<file path="config.mk">
export PLATFORM = sky130hd
export DESIGN_NAME = ultrasonic_scan_ctrl
export DESIGN_NICKNAME = d
export VERILOG_FILES = /design/src/rtl/ultrasonic_scan_ctrl.sv
export SDC_FILE = /design/constraint.sdc
export NUM_CORES = 1
export LEC_CHECK = 0
export ABC_AREA = 1
export CAP_MARGIN = 20
export CORE_UTILIZATION = 50
export CTS_BUF_LIST = sky130_fd_sc_hd__clkbuf_16
export CTS_CLUSTER_DIAMETER = 40
export DETAILED_ROUTE_END_ITERATION = 16
export DONT_BUFFER_PORTS = 1
export SYNTH_ARGS = -nofsm -noshare
export SYNTH_HDL_FRONTEND = slang
export SYNTH_SLANG_ARGS = --single-unit
</file>
<file path="constraint.sdc">
create_clock -name clk_clk -period 7.4 [get_ports clk_clk]
set_input_delay 1.48 -clock clk_clk [delete_from_list [all_inputs] [get_ports clk_clk]]
set_output_delay 1.48 -clock clk_clk [all_outputs]
set_load 0.02 [all_outputs]
</file>
<file path="src/rtl/ultrasonic_scan_ctrl.sv">
// Round-robin trigger/echo-timing controller for NUM_CH ultrasonic rangefinders.
// Each enabled channel is fired in turn; its echo width is converted to whole cm and held.
module ultrasonic_scan_ctrl #(
    parameter int NUM_CH     = 6,
    parameter int DIST_W     = 9,
    parameter int CYC_PER_US = 50,
    parameter int US_PER_CM  = 58,
    parameter int TRIG_US    = 10,
    parameter int ECHO_TO_US = 30000,
    parameter int GAP_US     = 10000
) (
    input  logic                                         clk_clk,
    input  logic                                         reset_reset_n,
    input  logic                                         enable,
    input  logic [NUM_CH-1:0]                            chan_mask,
    input  logic [NUM_CH-1:0]                            echo,
    output logic [NUM_CH-1:0]                            trig,
    output logic [NUM_CH*DIST_W-1:0]                     dist_cm,
    output logic [NUM_CH-1:0]                            dist_valid,
    output logic [NUM_CH-1:0]                            timeout_flag,
    output logic                                         sample_stb,
    output logic [((NUM_CH > 1) ? $clog2(NUM_CH) : 1)-1:0] sample_ch,
    output logic                                         busy
);

    localparam int CH_W     = (NUM_CH > 1) ? $clog2(NUM_CH) : 1;
    localparam int CM_CYC   = CYC_PER_US * US_PER_CM;
    localparam int TRIG_CYC = TRIG_US * CYC_PER_US;
    localparam int TO_CYC   = ECHO_TO_US * CYC_PER_US;
    localparam int GAP_CYC  = GAP_US * CYC_PER_US;
    localparam int TMR_MAX  = (TO_CYC > GAP_CYC) ? ((TO_CYC > TRIG_CYC) ? TO_CYC : TRIG_CYC)
                                                 : ((GAP_CYC > TRIG_CYC) ? GAP_CYC : TRIG_CYC);
    localparam int TMR_W    = $clog2(TMR_MAX + 1);
    localparam int PRE_W    = (CM_CYC > 1) ? $clog2(CM_CYC) : 1;

    localparam logic [TMR_W-1:0]  TRIG_LAST = TMR_W'(TRIG_CYC - 1);
    localparam logic [TMR_W-1:0]  TO_LAST   = TMR_W'(TO_CYC - 1);
    localparam logic [TMR_W-1:0]  GAP_LAST  = TMR_W'(GAP_CYC - 1);
    localparam logic [PRE_W-1:0]  PRE_LAST  = PRE_W'(CM_CYC - 1);
    localparam logic [DIST_W-1:0] DIST_MAX  = {DIST_W{1'b1}};

    typedef enum logic [2:0] {
        S_IDLE,
        S_TRIG,
        S_WAIT_RISE,
        S_MEASURE,
        S_GAP
    } state_t;

    state_t                         r_state, w_state_nxt;
    logic [CH_W-1:0]                r_ch, w_next_ch, w_low_ch, w_above_ch;
    logic                           w_any_mask, w_has_above;
    logic [NUM_CH-1:0]              r_echo_s1, r_echo_s2, r_echo_d;
    logic                           w_echo, w_rise;
    logic [TMR_W-1:0]               r_tmr;
    logic [PRE_W-1:0]               r_pre, w_pre_base, w_pre_nxt;
    logic [DIST_W-1:0]              r_cm, w_cm_base, w_cm_nxt;
    logic [NUM_CH-1:0][DIST_W-1:0]  r_dist;
    logic [NUM_CH-1:0]              r_trig, r_valid, r_to;
    logic                           r_stb;
    logic [CH_W-1:0]                r_sample_ch;
    logic                           w_select, w_trig_off, w_tmr_clr;
    logic                           w_meas_start, w_meas_step, w_write, w_wr_to;

    // Next channel: lowest mask bit above the current one, else the lowest overall.
    always_comb begin
        w_any_mask  = 1'b0;
        w_has_above = 1'b0;
        w_low_ch    = '0;
        w_above_ch  = '0;
        for (int i = NUM_CH - 1; i >= 0; i--) begin
            if (chan_mask[i]) begin
                w_any_mask = 1'b1;
                w_low_ch   = CH_W'(i);
                if (CH_W'(i) > r_ch) begin
                    w_has_above = 1'b1;
                    w_above_ch  = CH_W'(i);
                end
            end
        end
        w_next_ch = w_has_above ? w_above_ch : w_low_ch;
    end

    assign w_echo = r_echo_s2[r_ch];
    assign w_rise = r_echo_s2[r_ch] & ~r_echo_d[r_ch];

    // The rising-edge cycle is itself the first high cycle, so it is counted here.
    always_comb begin
        w_pre_base = w_meas_start ? '0 : r_pre;
        w_cm_base  = w_meas_start ? '0 : r_cm;
        if (w_pre_base == PRE_LAST) begin
            w_pre_nxt = '0;
            w_cm_nxt  = (w_cm_base == DIST_MAX) ? w_cm_base : w_cm_base + 1'b1;
        end else begin
            w_pre_nxt = w_pre_base + 1'b1;
            w_cm_nxt  = w_cm_base;
        end
    end

    always_ff @(posedge clk_clk or negedge reset_reset_n) begin
        if (!reset_reset_n) begin
            r_state <= S_IDLE;
        end else begin
            // NOTE: non-blocking so every flop samples pre-edge values regardless of block order.
            r_state <= w_state_nxt;
        end
    end

    always_comb begin
        // NOTE: every output of this block gets a default first, so no path infers a latch.
        w_state_nxt  = r_state;
        w_select     = 1'b0;
        w_trig_off   = 1'b0;
        w_tmr_clr    = 1'b0;
        w_meas_start = 1'b0;
        w_meas_step  = 1'b0;
        w_write      = 1'b0;
        w_wr_to      = 1'b0;
        case (r_state)
            S_IDLE: begin
                if (enable && w_any_mask) begin
                    w_select    = 1'b1;
                    w_tmr_clr   = 1'b1;
                    w_state_nxt = S_TRIG;
                end
            end
            S_TRIG: begin
                if (r_tmr == TRIG_LAST) begin
                    w_trig_off  = 1'b1;
                    w_tmr_clr   = 1'b1;
                    w_state_nxt = S_WAIT_RISE;
                end
            end
            S_WAIT_RISE: begin
                if (w_rise) begin
                    w_meas_start = 1'b1;
                    w_state_nxt  = S_MEASURE;
                end else if (r_tmr == TO_LAST) begin
                    w_write     = 1'b1;
                    w_wr_to     = 1'b1;
                    w_tmr_clr   = 1'b1;
                    w_state_nxt = S_GAP;
                end
            end
            S_MEASURE: begin
                if (!w_echo) begin
                    w_write     = 1'b1;
                    w_tmr_clr   = 1'b1;
                    w_state_nxt = S_GAP;
                end else if (r_tmr >= TO_LAST) begin
                    w_write     = 1'b1;
                    w_wr_to     = 1'b1;
                    w_tmr_clr   = 1'b1;
                    w_state_nxt = S_GAP;
                end else begin
                    w_meas_step = 1'b1;
                end
            end
            S_GAP: begin
                if (r_tmr == GAP_LAST) begin
                    w_tmr_clr = 1'b1;
                    if (enable && w_any_mask) begin
                        w_select    = 1'b1;
                        w_state_nxt = S_TRIG;
                    end else begin
                        w_state_nxt = S_IDLE;
                    end
                end
            end
            default: w_state_nxt = S_IDLE;
        endcase
    end

    always_ff @(posedge clk_clk or negedge reset_reset_n) begin
        if (!reset_reset_n) begin
            r_echo_s1   <= '0;
            r_echo_s2   <= '0;
            r_echo_d    <= '0;
            r_ch        <= CH_W'(NUM_CH - 1);
            r_tmr       <= '0;
            r_pre       <= '0;
            r_cm        <= '0;
            // NOTE: the result bank is reset too; software sees cleared distances after any reset.
            r_dist      <= '0;
            r_trig      <= '0;
            r_valid     <= '0;
            r_to        <= '0;
            r_stb       <= 1'b0;
            r_sample_ch <= '0;
        end else begin
            r_echo_s1 <= echo;
            r_echo_s2 <= r_echo_s1;
            r_echo_d  <= r_echo_s2;
            r_stb     <= w_write;

            if (w_tmr_clr || r_state == S_IDLE) begin
                r_tmr <= '0;
            end else if (w_meas_start) begin
                r_tmr <= TMR_W'(1);
            end else begin
                r_tmr <= r_tmr + 1'b1;
            end

            if (w_meas_start || w_meas_step) begin
                r_pre <= w_pre_nxt;
                r_cm  <= w_cm_nxt;
            end

            if (w_select) begin
                r_ch   <= w_next_ch;
                r_trig <= NUM_CH'(1) << w_next_ch;
            end else if (w_trig_off) begin
                r_trig <= '0;
            end

            if (w_write) begin
                r_dist[r_ch] <= w_wr_to ? DIST_MAX : r_cm;
                r_to[r_ch]   <= w_wr_to;
                r_valid[r_ch] <= 1'b1;
                r_sample_ch  <= r_ch;
            end
        end
    end

    assign trig         = r_trig;
    assign dist_cm      = r_dist;
    assign dist_valid   = r_valid;
    assign timeout_flag = r_to;
    assign sample_stb   = r_stb;
    assign sample_ch    = r_sample_ch;
    assign busy         = (r_state != S_IDLE);

endmodule

</file>
# ---- Yosys cells after proc, flatten, opt, wreduce, memory -nomap -nowiden
# Index checks and enable logic that the tools add are counted.
dict set report op_classes {
  addsub 3
  multipliers 0
  n_div 0
  magnitude_cmp 9
  eq_ne 14
  n_shift 1
  n_mux 85
  bitwise_logic 3
  reduce_logical 8
}
# operator count
set ops {}
lappend ops {{$mux W3} 26}
lappend ops {{$bwmux W54} 1}
lappend ops {{$mux W9} 5}
lappend ops {{$mux W21} 2}
lappend ops {{$mux W1} 37}
lappend ops {{$demux W9 S3} 1}
lappend ops {{$mux W12} 2}
lappend ops {{$add A21 B1 Y21 const B} 1}
lappend ops {{$eq A21 B19 Y1 const B} 1}
lappend ops {{$eq A21 B21 Y1 const B} 1}
lappend ops {{$eq A21 B9 Y1 const B} 1}
lappend ops {{$ge A21 B21 Y1 const B} 1}
lappend ops {{$pmux W3 S5} 1}
lappend ops {{$add A12 B1 Y12 const B} 1}
lappend ops {{$eq A12 B12 Y1 const B} 1}
lappend ops {{$mux W6} 2}
lappend ops {{$add A9 B1 Y9 const B} 1}
lappend ops {{$eq A9 B9 Y1 const B} 1}
lappend ops {{$bmux W1 S3} 2}
lappend ops {{$bwmux W6} 1}
lappend ops {{$eq A3 B2 Y1 const B} 2}
lappend ops {{$gt A1 B3 Y1 const A} 2}
lappend ops {{$gt A2 B3 Y1 const A} 2}
lappend ops {{$gt A3 B3 Y1 const A} 2}
lappend ops {{other kinds (19)} 26}
dict set report word_totals {
  regBits 142
  latch_bits 0
  mem_bits_rw 0
  rom_bits 0
  in_bits 15
  output_inout_bits 77
  mem_count 0
}

# ---- Depth between registers and ports, before layout
dict set report logic_depth {
  word_depth 16
  mapped_depth 26
  depth_no_buf 21
}

# ---- Worst setup path before layout
# No wires, ideal clock.
dict set report synth_path {
  kind {register to register}
  startpoint {register r_ch[0]}
  endpoint {register r_cm[0]}
  setup_ns 0.123
  arrival_time_ns 2.952
  required_ns 7.277
  path_slack_ns 4.325
  path_stages_with_launch 24
  n_path_buf 6
  cell_sequence {dfstp_2 > buf_6 > inv_4 > buf_6 > nand3_2 > nor2_2 > nor2_2 > nand2_2 > nand3_4 > buf_12 > buf_8 > buf_6 > buf_2 > nand2_1 > inv_1 > ha_1 > nand4_1 > nor3_1 > nand2_4 > nor2_4 > nand2_4 > nor2_8 > nand2_4 > xor2_2}
}
dict set report synth_via {
  elab_chain_cells 10
}
# element line
set synth_rtl {}
lappend synth_rtl {{start: declaration} 51} ;# logic [CH_W-1:0] r_ch, w_next_ch, w_low_ch, w_above_ch;
lappend synth_rtl {{start signal: assignment} 179} ;# r_ch <= CH_W'(NUM_CH - 1);
lappend synth_rtl {{start signal: assignment} 210} ;# r_ch <= w_next_ch;
lappend synth_rtl {{$bmux W1 S3} 85} ;# assign w_rise = r_echo_s2[r_ch] & ~r_echo_d[r_ch];
lappend synth_rtl {{$mux W1 (implied by the code)} 85}
lappend synth_rtl {{$not A1 Y1} 85}
lappend synth_rtl {{$and A1 B1 Y1} 85}
lappend synth_rtl {{$mux W1} 135} ;# if (w_rise) begin
lappend synth_rtl {{$mux W1} 119} ;# case (r_state)
lappend synth_rtl {{$mux W9} 90} ;# w_cm_base = w_meas_start ? '0 : r_cm;
lappend synth_rtl {{$add A9 B1 Y9 or $eq A9 B9 Y1 (tied branches)} 93} ;# w_cm_nxt = (w_cm_base == DIST_MAX) ? w_cm_base : w_cm_base + 1'b1;
lappend synth_rtl {{$mux W9} 93}
lappend synth_rtl {{$mux W9} 91} ;# if (w_pre_base == PRE_LAST) begin
lappend synth_rtl {{end signal: assignment} 206} ;# r_cm <= w_cm_nxt;
lappend synth_rtl {{end: declaration} 57} ;# logic [DIST_W-1:0] r_cm, w_cm_base, w_cm_nxt;
# Several ways; a longest one is shown, not always the timed one. The select of a mux whose other input is x is not followed.
# A chain may end at the register's enable or synchronous reset.

# ---- Worst setup path in the final report
# Ends and elaborated chain as after synthesis.

==> metrics.md <==
| Metric | Value |
|---|---|
| Run status | finished, final reports clean |
| Worst-Margin Slew | 954 ps |
| Count of buffers added by post-CTS timing repair for setup | 0 |
| Routability cong. | 0.969 |
| Area growth, synth to finish | 7.74% |
| Destination of the worst register-to-register timing path | r_cm[0]$_DFFE_PN0P_ |
| Hold-critical path endpoint | r_echo_s2[3]$_DFF_PN0_ |
| Count of unresolved DRC violations after routing | 0 |
| Startpoint of the worst-slack reg-to-reg timing path | r_ch[0]$_DFFE_PN1P_ |
| Synth top area cells | sky130_fd_sc_hd__dfrtp_1, sky130_fd_sc_hd__nand2_1, sky130_fd_sc_hd__nand3_1 |
| Final hold slack | 351 ps |
| Slowest stage cell, crit path | sky130_fd_sc_hd__dfstp_2 |
| Hold buffer count at cts | 0 |
| Routed Antenna Nets | 0 |
| Library cells used by synthesis | 52 |
| Worst-Skew Late Latency | 420 ps |
| Library cell with the highest instance count after synthesis | sky130_fd_sc_hd__nand2_1 |
| GRT overflow | 0 |
| Vertical extent of the die | 123 µm |
| Final core utilization | 0.549 |
| Leakage | 4.17 nW |
| Power density relative to cell area | 329 nW/µm² |
| Final critical-path share of the clock period | 0.454 |
| Dominant synthesized flop cell | sky130_fd_sc_hd__dfrtp_1 |
| Top post-synthesis cells by count | sky130_fd_sc_hd__nand2_1, sky130_fd_sc_hd__dfrtp_1, sky130_fd_sc_hd__nand3_1 |
| Synth Register Bits | 142 |
| Number of H-tree levels | 4 |
| Cell mode on critical path | sky130_fd_sc_hd__nand2_4 |
| CTS tree | built |
| Estimated wirelength of the detail-placed design | 11600 µm |
| Maximum clock skew at final layout | 5.88 ps |
| Worst path max stage delay | 640 ps |
| CP arrival | 3660 ps |
| Setup slack after placement | 4030 ps |
| Fraction of registers with async set or reset after synthesis | 1.00 |
| Fraction of layout cells with a size suffix above 1 | 0.101 |
| Clock Tree Buf Depth | 2 |
| Final wirelength | 16800 µm |
| Cells on Worst Hold Path | 0 |
| Filler Cells Inserted | 1304 |
| Synth Area per Inst | 8.01 µm² |
| Post-route insts no fill | 1101 |
| Number of pins with negative max-slew slack in the final report | 0 |
| Worst voltage drop across the vdd grid | 0.175 mV |
| Setup TNS | 0 ps |
| Upper clock frequency limit | 298 MHz |
| WL/cell | 15.2 µm |
| Remaining max-slew budget at the tightest pin | 0.364 |
| Mapped Area | 7380 µm² |
| Ports | 92 |
| Hold Crit Start | r_echo_s1[3]$_DFF_PN0_ |
| Number of antenna violations at the first check in global routing | 0 |
| Final count of hold timing violations | 0 |
| GR Util All Layers | 0.233 |
| Number of warnings printed during yosys synthesis | 0 |
| Input/output buffers | 0 |
| Placed cell areas | 7350 µm² |
| Core footprint | 14500 µm² |
| Ant. Diodes | 0 |
| Site Rows | 44 |
| Total nets after synthesis | 939 |
| Top-area cell type share of the netlist area | 0.475 |
| Starting density of the core | 0.509 |
| Post-synthesis cell count | 921 |
| Via-to-Cell Ratio | 5.37 |
| PnR Total Power | 2.61 mW |
| Number of nets at the end of the flow | 922 |
| TritonCTS Buffers | 17 |
| Final Critical Period | 3360 ps |
| Worst Path Max Fanout | 56 |
| Category of the critical setup timing path | register to register |
| CTS root buffer | sky130_fd_sc_hd__clkbuf_16 |
| Number of cells on the worst reg-to-reg path | 17 |
| Die area | 15200 µm² |
| Data required time of the critical path | 7700 ps |
| Final Instance Area | 7950 µm² |
| Crit path launch type | register |
| Worst hold-check path type | register to register |
| Number of synthesized flops with an enable pin | 0 |
| Largest net degree at the start of global routing | 143 |
| Critical-path cell list | inv_4, nand2_1, nand3_1, nand2_1, nor2_4, nand3_4, nand2_2, inv_1, ha_1, nand4_1, nor3_1, nand2_4, nor2_4, nand2_4, nor2_8, nand2_4, xor2_2 |
| # resized after CTS | 0 |
| Cell taking the most area after synthesis | sky130_fd_sc_hd__dfrtp_1 |
| Endpoints failing setup | 0 |
| Worst Slack Setup Final | 4040 ps |
| Unrepaired setup endpoints after global routing | no |
| Placed Cells incl. Taps | 1069 |
| Horizontal die dimension | 123 µm |
| Worst setup slack for register-to-register paths | 4040 ps |
| Vias | 5915 |
| Length of the first detailed-routing pass in iterations | 7 |
| Critical Path Sink Type | register |
| Clock-pin slew reported for the worst setup and hold paths after clock tree synthesis | 60 ps |
| Via count of the first global-routing pass | 5458 |
| Clk sinks | 142 |
| First-pass GRT wire length | 27600 µm |
| Sequential element share of the synthesized area | 0.482 |
| Number of max-cap violations | 0 |
| Initial DRC count | 449 |
[flip-flops by register name, summed over array words and instances, names as in the netlist]
register,count
dist_cm,54
r_tmr,21
r_pre,12
r_cm,9
dist_valid,6
r_echo_d,6
r_echo_s1,6
r_echo_s2,6
timeout_flag,6
trig,6
r_ch,3
r_state,3
sample_ch,3
sample_stb,1
[worst max-delay path, delay by kind of cell (launching register included)]
family | cells | cell delay [ps]
buffers and inverters | 2 | 240
XOR/XNOR | 1 | 140
flip-flops | 1 | 640
adder cells (fa/ha/maj) | 1 | 240
AND/OR/NAND/NOR | 13 | 1960
[report_power, final]
group	total [mW]	internal [mW]	switching [mW]
Clock	0.861	0.528	0.333
Sequential	1.10	0.900	0.201
Combinational	0.649	0.177	0.473
[worst max-delay path by stage]
stage	to	slack (ps)	start
floorplan	r_cm[0]$_DFFE_PN0P_	4330	r_ch[0]$_DFFE_PN1P_
global placement	r_cm[0]$_DFFE_PN0P_	4130	r_ch[2]$_DFFE_PN1P_
detailed placement	r_cm[0]$_DFFE_PN0P_	4030	r_ch[0]$_DFFE_PN1P_
CTS	r_cm[0]$_DFFE_PN0P_	4030	r_ch[0]$_DFFE_PN1P_
global route	r_cm[4]$_DFFE_PN0P_	3770	r_ch[0]$_DFFE_PN1P_
finish	r_cm[0]$_DFFE_PN0P_	4040	r_ch[0]$_DFFE_PN1P_
[cells by family (layout without fill, tap and decap cells)]
kind of cell | after synthesis | after routing | synth area share
flip-flops | 142 | 142 | 0.482
buffers and inverters | 143 | 139 | 0.0908
adder cells (fa/ha/maj) | 3 | 3 | 0.00509
XOR/XNOR | 6 | 6 | 0.00814
AO/OA/AOI/OAI | 51 | 51 | 0.0409
AND/OR/NAND/NOR | 576 | 576 | 0.373
[placed cells by master, fill, tap and decap left out, drive strengths merged, types with 6 or more instances in the layout]
cell type and n:
nor3 18, nand2 305, nor4 10, inv 108, or2 6, nor2 72, nand3 136, xor2 6
a21oi 7, nand3b 6, clkinv 7, dfrtp 140, clkbuf 17, o21ai 34, nand4 20
[final cells by class]
type | instances | area, µm² | share of cell area
clock inverter | 15 | 171 | 0.0216
sequential | 142 | 3560 | 0.447
clock buffer | 17 | 425 | 0.0535
multi-input combinational | 636 | 3150 | 0.396
tap | 184 | 230 | 0.0290
timing repair buffer | 2 | 15.0 | 0.00189
inverter | 105 | 398 | 0.0501
[per-layer routing]
metal  share of wire  global-route usage  vias to the layer above
met5               0                   0                        -
met4           0.022              0.0873                        0
met3           0.054              0.0544                       22
met2            0.46               0.361                      150
met1            0.46               0.317                     2821
li1                -                   -                     2922
(Power assumes the default switching activity.)
